$ cat config.mk
export PLATFORM = sky130hd
export DESIGN_NAME = ula_operand_sequencer_flat
export DESIGN_NICKNAME = d
export VERILOG_FILES = /design/src/rtl/ula_operand_sequencer_pkg.sv /design/src/rtl/ula_operand_sequencer_if.sv /design/src/rtl/ula_operand_sequencer_btn_edge.sv /design/src/rtl/ula_operand_sequencer.sv /design/src/flat_wrapper.sv
export SDC_FILE = /design/constraint.sdc
export NUM_CORES = 1
export LEC_CHECK = 0
export CAP_MARGIN = 20
export CORE_MARGIN = 2
export CORE_UTILIZATION = 47
export CTS_CLUSTER_DIAMETER = 80
export DETAILED_ROUTE_END_ITERATION = 10
export GPL_TIMING_DRIVEN = 0
export PLACE_DENSITY = 0.82
export RECOVER_POWER = 50
export SETUP_SLACK_MARGIN = 0.05
export SKIP_CTS_REPAIR_TIMING = 1
export SYNTH_ARGS = -nofsm -noshare
export SYNTH_HDL_FRONTEND = slang
export SYNTH_SLANG_ARGS = --single-unit
$ cat constraint.sdc
create_clock -name clk -period 1.2 [get_ports clk]
set_input_delay 0.12 -clock clk [delete_from_list [all_inputs] [get_ports clk]]
set_output_delay 0.12 -clock clk [all_outputs]
set_load 0.03 [all_outputs]
$ cat src/rtl/ula_operand_sequencer_pkg.sv
// ula_operand_sequencer_pkg: shared state codes, opcode constants and default widths for the ULA operand sequencer
package ula_operand_sequencer_pkg;
  localparam int DEF_WIDTH = 4;
  localparam int DEF_OPW = 3;
  typedef enum logic [2:0] {
    ST_LOAD_A  = 3'd0,
    ST_LOAD_B  = 3'd1,
    ST_LOAD_OP = 3'd2,
    ST_ISSUE   = 3'd3,
    ST_SHOW    = 3'd4
  } state_e;
  localparam logic [2:0] OP_AND = 3'd0;
  localparam logic [2:0] OP_OR  = 3'd1;
  localparam logic [2:0] OP_XOR = 3'd2;
  localparam logic [2:0] OP_NOT = 3'd3;
  localparam logic [2:0] OP_ADD = 3'd4;
  localparam logic [2:0] OP_SUB = 3'd5;
endpackage

$ cat src/rtl/ula_operand_sequencer_if.sv
// ula_operand_sequencer_if: switch/button inputs and operand/status outputs of the operand sequencer
interface ula_operand_sequencer_if import ula_operand_sequencer_pkg::*; #(
  parameter int WIDTH = DEF_WIDTH,
  parameter int OPW = DEF_OPW
);
  logic [WIDTH-1:0] sw;
  logic btn_next;
  logic btn_clear;
  logic [WIDTH-1:0] a_out;
  logic [WIDTH-1:0] b_out;
  logic [OPW-1:0] op_out;
  logic op_valid;
  logic [2:0] state_out;
  modport master (output sw, btn_next, btn_clear, input a_out, b_out, op_out, op_valid, state_out);
  modport slave (input sw, btn_next, btn_clear, output a_out, b_out, op_out, op_valid, state_out);
endinterface

$ cat src/rtl/ula_operand_sequencer_btn_edge.sv
// ula_operand_sequencer_btn_edge: 2-flop sync, optional debounce (OPSEQ_DEBOUNCE_EN), rising-edge press pulse
module ula_operand_sequencer_btn_edge #(
  parameter int DEBOUNCE_CYCLES = 16
) (
  input  logic clk,
  input  logic rst,
  input  logic btn_i,
  output logic pulse_o
);
  logic s1_q, s2_q, prev_q, lvl;
  if (DEBOUNCE_CYCLES < 1) begin : g_chk
    $error("DEBOUNCE_CYCLES must be at least 1");
  end
`ifdef OPSEQ_DEBOUNCE_EN
  localparam int CW = $clog2(DEBOUNCE_CYCLES + 1);
  logic [CW-1:0] cnt_q;
  logic filt_q;
  // filtered level follows sync2 only after DEBOUNCE_CYCLES consecutive differing samples
  always_ff @(posedge clk) begin
    if (rst) begin
      cnt_q <= '0;
      filt_q <= 1'b0;
    end else if (s2_q == filt_q) begin
      cnt_q <= '0;
    end else if (cnt_q == CW'(DEBOUNCE_CYCLES - 1)) begin
      cnt_q <= '0;
      filt_q <= s2_q;
    end else begin
      cnt_q <= cnt_q + 1'b1;
    end
  end
  assign lvl = filt_q;
`else
  assign lvl = s2_q;
`endif
  always_ff @(posedge clk) begin
    if (rst) begin
      s1_q <= 1'b0;
      s2_q <= 1'b0;
      prev_q <= 1'b0;
    end else begin
      s1_q <= btn_i;
      s2_q <= s1_q;
      prev_q <= lvl;
    end
  end
  assign pulse_o = lvl & ~prev_q;
endmodule

$ cat src/rtl/ula_operand_sequencer.sv
// ula_operand_sequencer: captures A, B and opcode from a shared switch bus over three NEXT presses (debounce: OPSEQ_DEBOUNCE_EN)
module ula_operand_sequencer import ula_operand_sequencer_pkg::*; #(
  parameter int WIDTH = DEF_WIDTH,
  parameter int OPW = DEF_OPW,
  parameter int DEBOUNCE_CYCLES = 16
) (
  input logic clk,
  input logic rst,
  ula_operand_sequencer_if.slave bus
);
  if (OPW > WIDTH) begin : g_chk
    $error("OPW must not exceed WIDTH");
  end
  logic next_p, clear_p;
  state_e state_q, state_d;
  logic [WIDTH-1:0] a_q, a_d, b_q, b_d;
  logic [OPW-1:0] op_q, op_d;
  logic valid_q, valid_d;
  ula_operand_sequencer_btn_edge #(.DEBOUNCE_CYCLES(DEBOUNCE_CYCLES)) u_next (
    .clk(clk), .rst(rst), .btn_i(bus.btn_next), .pulse_o(next_p)
  );
  ula_operand_sequencer_btn_edge #(.DEBOUNCE_CYCLES(DEBOUNCE_CYCLES)) u_clear (
    .clk(clk), .rst(rst), .btn_i(bus.btn_clear), .pulse_o(clear_p)
  );
  always_comb begin
    state_d = state_q;
    a_d = a_q;
    b_d = b_q;
    op_d = op_q;
    case (state_q)
      ST_LOAD_A: if (next_p) begin
        a_d = bus.sw;
        state_d = ST_LOAD_B;
      end
      ST_LOAD_B: if (next_p) begin
        b_d = bus.sw;
        state_d = ST_LOAD_OP;
      end
      ST_LOAD_OP: if (next_p) begin
        op_d = bus.sw[OPW-1:0];
        state_d = ST_ISSUE;
      end
      ST_ISSUE: state_d = ST_SHOW;
      ST_SHOW: state_d = next_p ? ST_LOAD_A : ST_SHOW;
      default: begin
        state_d = ST_LOAD_A;
        a_d = '0;
        b_d = '0;
        op_d = '0;
      end
    endcase
    // the single ISSUE cycle ignores every button, clear included
    if (clear_p && state_q != ST_ISSUE) begin
      state_d = ST_LOAD_A;
      a_d = '0;
      b_d = '0;
      op_d = '0;
    end
    valid_d = state_d == ST_ISSUE;
  end
  always_ff @(posedge clk) begin
    if (rst) begin
      state_q <= ST_LOAD_A;
      a_q <= '0;
      b_q <= '0;
      op_q <= '0;
      valid_q <= 1'b0;
    end else begin
      state_q <= state_d;
      a_q <= a_d;
      b_q <= b_d;
      op_q <= op_d;
      valid_q <= valid_d;
    end
  end
  assign bus.a_out = a_q;
  assign bus.b_out = b_q;
  assign bus.op_out = op_q;
  assign bus.op_valid = valid_q;
  assign bus.state_out = state_q;
endmodule
$ cat src/flat_wrapper.sv
// flat-port wrapper written by rule: the top's interface ports become plain ports
module ula_operand_sequencer_flat import ula_operand_sequencer_pkg::*;
#(
  parameter int WIDTH = DEF_WIDTH,
  parameter int OPW = DEF_OPW,
  parameter int DEBOUNCE_CYCLES = 16
)
  (clk, rst, bus_sw, bus_btn_next, bus_btn_clear, bus_a_out, bus_b_out, bus_op_out, bus_op_valid, bus_state_out);
  ula_operand_sequencer_if #(.WIDTH(WIDTH), .OPW(OPW)) bus_i ();
  input logic clk;
  input logic rst;
  input wire logic [$bits(bus_i.sw)-1:0] bus_sw;
  input wire logic [$bits(bus_i.btn_next)-1:0] bus_btn_next;
  input wire logic [$bits(bus_i.btn_clear)-1:0] bus_btn_clear;
  output wire logic [$bits(bus_i.a_out)-1:0] bus_a_out;
  output wire logic [$bits(bus_i.b_out)-1:0] bus_b_out;
  output wire logic [$bits(bus_i.op_out)-1:0] bus_op_out;
  output wire logic [$bits(bus_i.op_valid)-1:0] bus_op_valid;
  output wire logic [$bits(bus_i.state_out)-1:0] bus_state_out;
  assign bus_i.sw = bus_sw;
  assign bus_i.btn_next = bus_btn_next;
  assign bus_i.btn_clear = bus_btn_clear;
  assign bus_a_out = bus_i.a_out;
  assign bus_b_out = bus_i.b_out;
  assign bus_op_out = bus_i.op_out;
  assign bus_op_valid = bus_i.op_valid;
  assign bus_state_out = bus_i.state_out;
  ula_operand_sequencer #(.WIDTH(WIDTH), .OPW(OPW), .DEBOUNCE_CYCLES(DEBOUNCE_CYCLES)) u_core (.clk(clk), .rst(rst), .bus(bus_i));
endmodule
==> results.rst <==
.. list-table::
   :header-rows: 1

   * - Metric
     - Value
   * - Outcome
     - finished, final reports clean
   * - Switching component of the power
     - 0.3023 mW
   * - Placed Cells incl. Taps
     - 144
   * - Post-Syn Nets
     - 103
   * - Switching part of the total
     - 0.2480
   * - Die width
     - 48.63 um
   * - CP max FO
     - 5
   * - Peak VDD IR
     - 0.8075 mV
   * - TNS Setup
     - 0 ns
   * - Final routed DRC violation total
     - 0
   * - Minimum setup slack in the final design
     - 0.001475 ns
   * - Sequential share of power
     - 0.587
   * - Critical path capture point type
     - flip-flop
   * - Fraction of the mapped netlist area in compound gates
     - 0.1136
   * - Worst skew pair latency
     - 0.31 ns
   * - Post-DRT Antenna Nets
     - 0
   * - Cell-by-cell trace of the critical path
     - buf_8, nand3b_1, a21o_1, buf_6, nor2_1
   * - Setup CP Type
     - reg2reg
   * - Worst setup skew after layout
     - 0.01070 ns
   * - Setup crit start kind
     - flip-flop
   * - RD Place Congestion
     - 0.7657
   * - Power density over cell area
     - 898.7 nW/um^2
   * - Layout cells sized above 1
     - 0.2857
   * - Most frequent cell after synthesis
     - sky130_fd_sc_hd__dfxtp_1
   * - Clock sink total
     - 21
   * - Arrival time reported for the critical path endpoint
     - 1.45 ns
   * - Portion of total power attributed to the clock network
     - 0.279
   * - Maximum number of pins on one net before global-route repair
     - 12
   * - Library cell contributing the largest single delay on the critical path
     - sky130_fd_sc_hd__dfxtp_4
   * - Net count, final
     - 135
   * - Leak Pwr
     - 0.7032 nW
   * - CTS root buf
     - sky130_fd_sc_hd__clkbuf_4
   * - Top-level port count
     - 23
   * - Dominant cell type by area after synthesis
     - sky130_fd_sc_hd__dfxtp_1
   * - Portion of the post-synthesis area used by sequential elements
     - 0.4492
   * - Ranking of synthesized cells by instance count
     - sky130_fd_sc_hd__dfxtp_1 (21), sky130_fd_sc_hd__nor2_1 (11), sky130_fd_sc_hd__nor2b_1 (9)
   * - Power Total
     - 1.219 mW
   * - RSZ-0062 raised after global routing
     - true
   * - Max-slew violations
     - 0
   * - Top cell type's share of synthesized area
     - 0.4492
   * - Initial cell density of the core
     - 0.4870
   * - Endpoint required time on the critical path
     - 1.46 ns
   * - Total number of placement rows
     - 16
   * - Antenna violations before repair
     - 0
   * - Final Hold Fails
     - 0
   * - Detailed router's first-iteration violation count
     - 14
   * - Biggest area contributors in the synthesized netlist
     - sky130_fd_sc_hd__dfxtp_1 (45%), sky130_fd_sc_hd__mux2i_1 (7.5%), sky130_fd_sc_hd__nor2b_1 (6.0%)
   * - Minimum clock period after layout
     - 1.199 ns
   * - H-tree level count
     - 1
   * - Highest clock frequency the design can meet
     - 834.4 MHz
   * - Flip-flop and latch count after synthesis
     - 21
   * - Smallest hold slack
     - 0.3617 ns
   * - Area of the mapped netlist
     - 935.9 um^2
   * - Max-cap viol count
     - 0
   * - Proportion of synthesized flip-flops having asynchronous set or reset
     - 0
   * - Clock buffer count from CTS
     - 3
   * - Logic gate share of total power
     - 0.134
   * - Xor/xnor share of the synthesized area
     - 0
   * - Overall track demand over capacity in global routing
     - 0.1743
   * - Number of enable-type register cells in the synthesized netlist
     - 0
   * - Internal power of the cells
     - 0.9166 mW
   * - Buffering stage count on the worst path with inverters included
     - 2
   * - TritonRoute pass-1 iters
     - 4
   * - Area growth from synthesis to final layout
     - 44.92%
   * - Congestion Overflow GR
     - 0
   * - Main combinational cell family by area after synthesis
     - simple AND/OR/NAND/NOR gates
   * - Area of the die
     - 2364 um^2
   * - Via count of the first global-routing pass
     - 728
   * - Post-synthesis share of cell area spent on full adders, half adders and majority gates
     - 0
   * - CTS tree
     - built
   * - Via-to-Cell Ratio
     - 5.176
   * - Hold Path Class
     - in2reg
   * - Max clock buf depth
     - 2
   * - Placement-stage worst setup slack
     - -0.1138 ns
   * - Chip height
     - 48.63 um
   * - Main synth FF type
     - sky130_fd_sc_hd__dfxtp_1
   * - Mux contribution to synthesized area
     - 0.07487
   * - Syn_area_per_cell
     - 9.852 um^2
   * - Final setup violation count
     - 0
   * - Wire length of the first global-routing pass
     - 3146 um
   * - Antenna fix cells
     - 0
   * - Placeable core region
     - 1922 um^2
   * - Max-slew headroom
     - 0.7504
   * - Portion of the clock cycle consumed by the worst path in the final layout
     - 0.9988
   * - Avg WL per Cell
     - 14.31 um
   * - Gate count after technology mapping
     - 95
   * - Finished Layout Cells
     - 153
   * - Count of different cell masters after synthesis
     - 22
   * - Vias after detailed routing
     - 792
   * - Clock-pin slew on the worst setup and hold paths
     - 0.12 ns
   * - Count of yosys warnings during synthesis
     - 0
   * - Fraction of the mapped netlist area in simple logic gates
     - 0.3222
   * - Transition time at the pin with the least slew margin
     - 0.3760 ns
   * - Detail Placement HPWL
     - 1342 um
   * - Crit path largest cell delay
     - 0.39 ns
   * - Final Routed Wirelength
     - 2189 um
   * - Port Buffer Count
     - 22
   * - Kind of cell adding the most delay to the critical path
     - flip-flops
-- layout make-up --
type / count / area (um^2)
Timing Repair Buffer: 27 / 264.0
Sequential cell: 21 / 434.2
Multi-Input combinational cell: 70 / 540.5
Tap cell: 27 / 33.78
Clock buffer: 4 / 26.28
Fill cell: 157 / 565.5
Buffer: 4 / 57.56
-- power by group through the flow --
stage	clock network [mW]	registers, mW	logic [mW]
final	0.340	0.716	0.164
after global routing	0.393	0.718	0.174
after CTS	0.349	0.715	0.131
after detailed placement	0	0.731	0.131
after global placement	0	0.730	0.127
after floorplan	0	0.742	0.0650
-- flip-flops by register name, indices dropped and copies added, names as in the netlist --
register and count:
u_core.bus.a_out 4, u_core.bus.b_out 4, u_core.bus.op_out 3, u_core.bus.state_out 3, u_core.bus.op_valid 1, u_core.u_clear.lvl 1
u_core.u_clear.prev_q 1, u_core.u_clear.s1_q 1, u_core.u_next.lvl 1, u_core.u_next.prev_q 1, u_core.u_next.s1_q 1
-- per-stage QoR --
step                utilization  area (um^2)
floorplan                     -        952.2
global placement         0.6276         1206
detailed placement       0.6276         1206
CTS                      0.6413         1232
global route             0.7057         1356
finish                   0.7057         1356
-- logic make-up after synthesis --
family                 after synthesis
buffers and inverters                4
and+or+nand+nor                     48
muxes                                7
DFF                                 21
AOI/OAI and AO/OA                   15
-- path summary, 6_finish.rpt --
kind,start,end,slack (ns),cells past startpoint
max,u_core.bus.state_out[1]$_SDFF_PP0_,u_core.bus.b_out[0]$_SDFFE_PP0P_,0.001,5
min,bus_btn_clear,u_core.u_clear.s1_q$_SDFF_PP0_,0.36,2
max reg2reg,u_core.bus.state_out[1]$_SDFF_PP0_,u_core.bus.b_out[0]$_SDFFE_PP0P_,0.001,5
min reg2reg,u_core.u_clear.s1_q$_SDFF_PP0_,u_core.u_clear.lvl$_SDFF_PP0_,0.44,1
-- cells in the final DEF, fill, tap and decap left out, types with 3 or more instances in the layout --
cell                              count
sky130_fd_sc_hd__mux2i_1              7
sky130_fd_sc_hd__nor2b_1              9
sky130_fd_sc_hd__nand2_1              5
sky130_fd_sc_hd__dfxtp_1             16
sky130_fd_sc_hd__clkbuf_2             3
sky130_fd_sc_hd__clkdlybuf4s50_1      6
sky130_fd_sc_hd__o21ai_0              3
sky130_fd_sc_hd__buf_6                3
sky130_fd_sc_hd__clkbuf_1             5
sky130_fd_sc_hd__clkbuf_4             3
sky130_fd_sc_hd__and2_1               7
sky130_fd_sc_hd__nor2_1               8
sky130_fd_sc_hd__dfxtp_4              3
sky130_fd_sc_hd__dlymetal6s2s_1       9
sky130_fd_sc_hd__nand2b_1             5
-- layer usage --
layer	up-vias	GRT usage	routed length (um)
met5	-	0	0
met4	0	0.1286	79
met3	6	0.03086	56
met2	16	0.2785	1144
met1	382	0.2090	909
li1	388	-	-
Power figures use the tool's default switching activity.
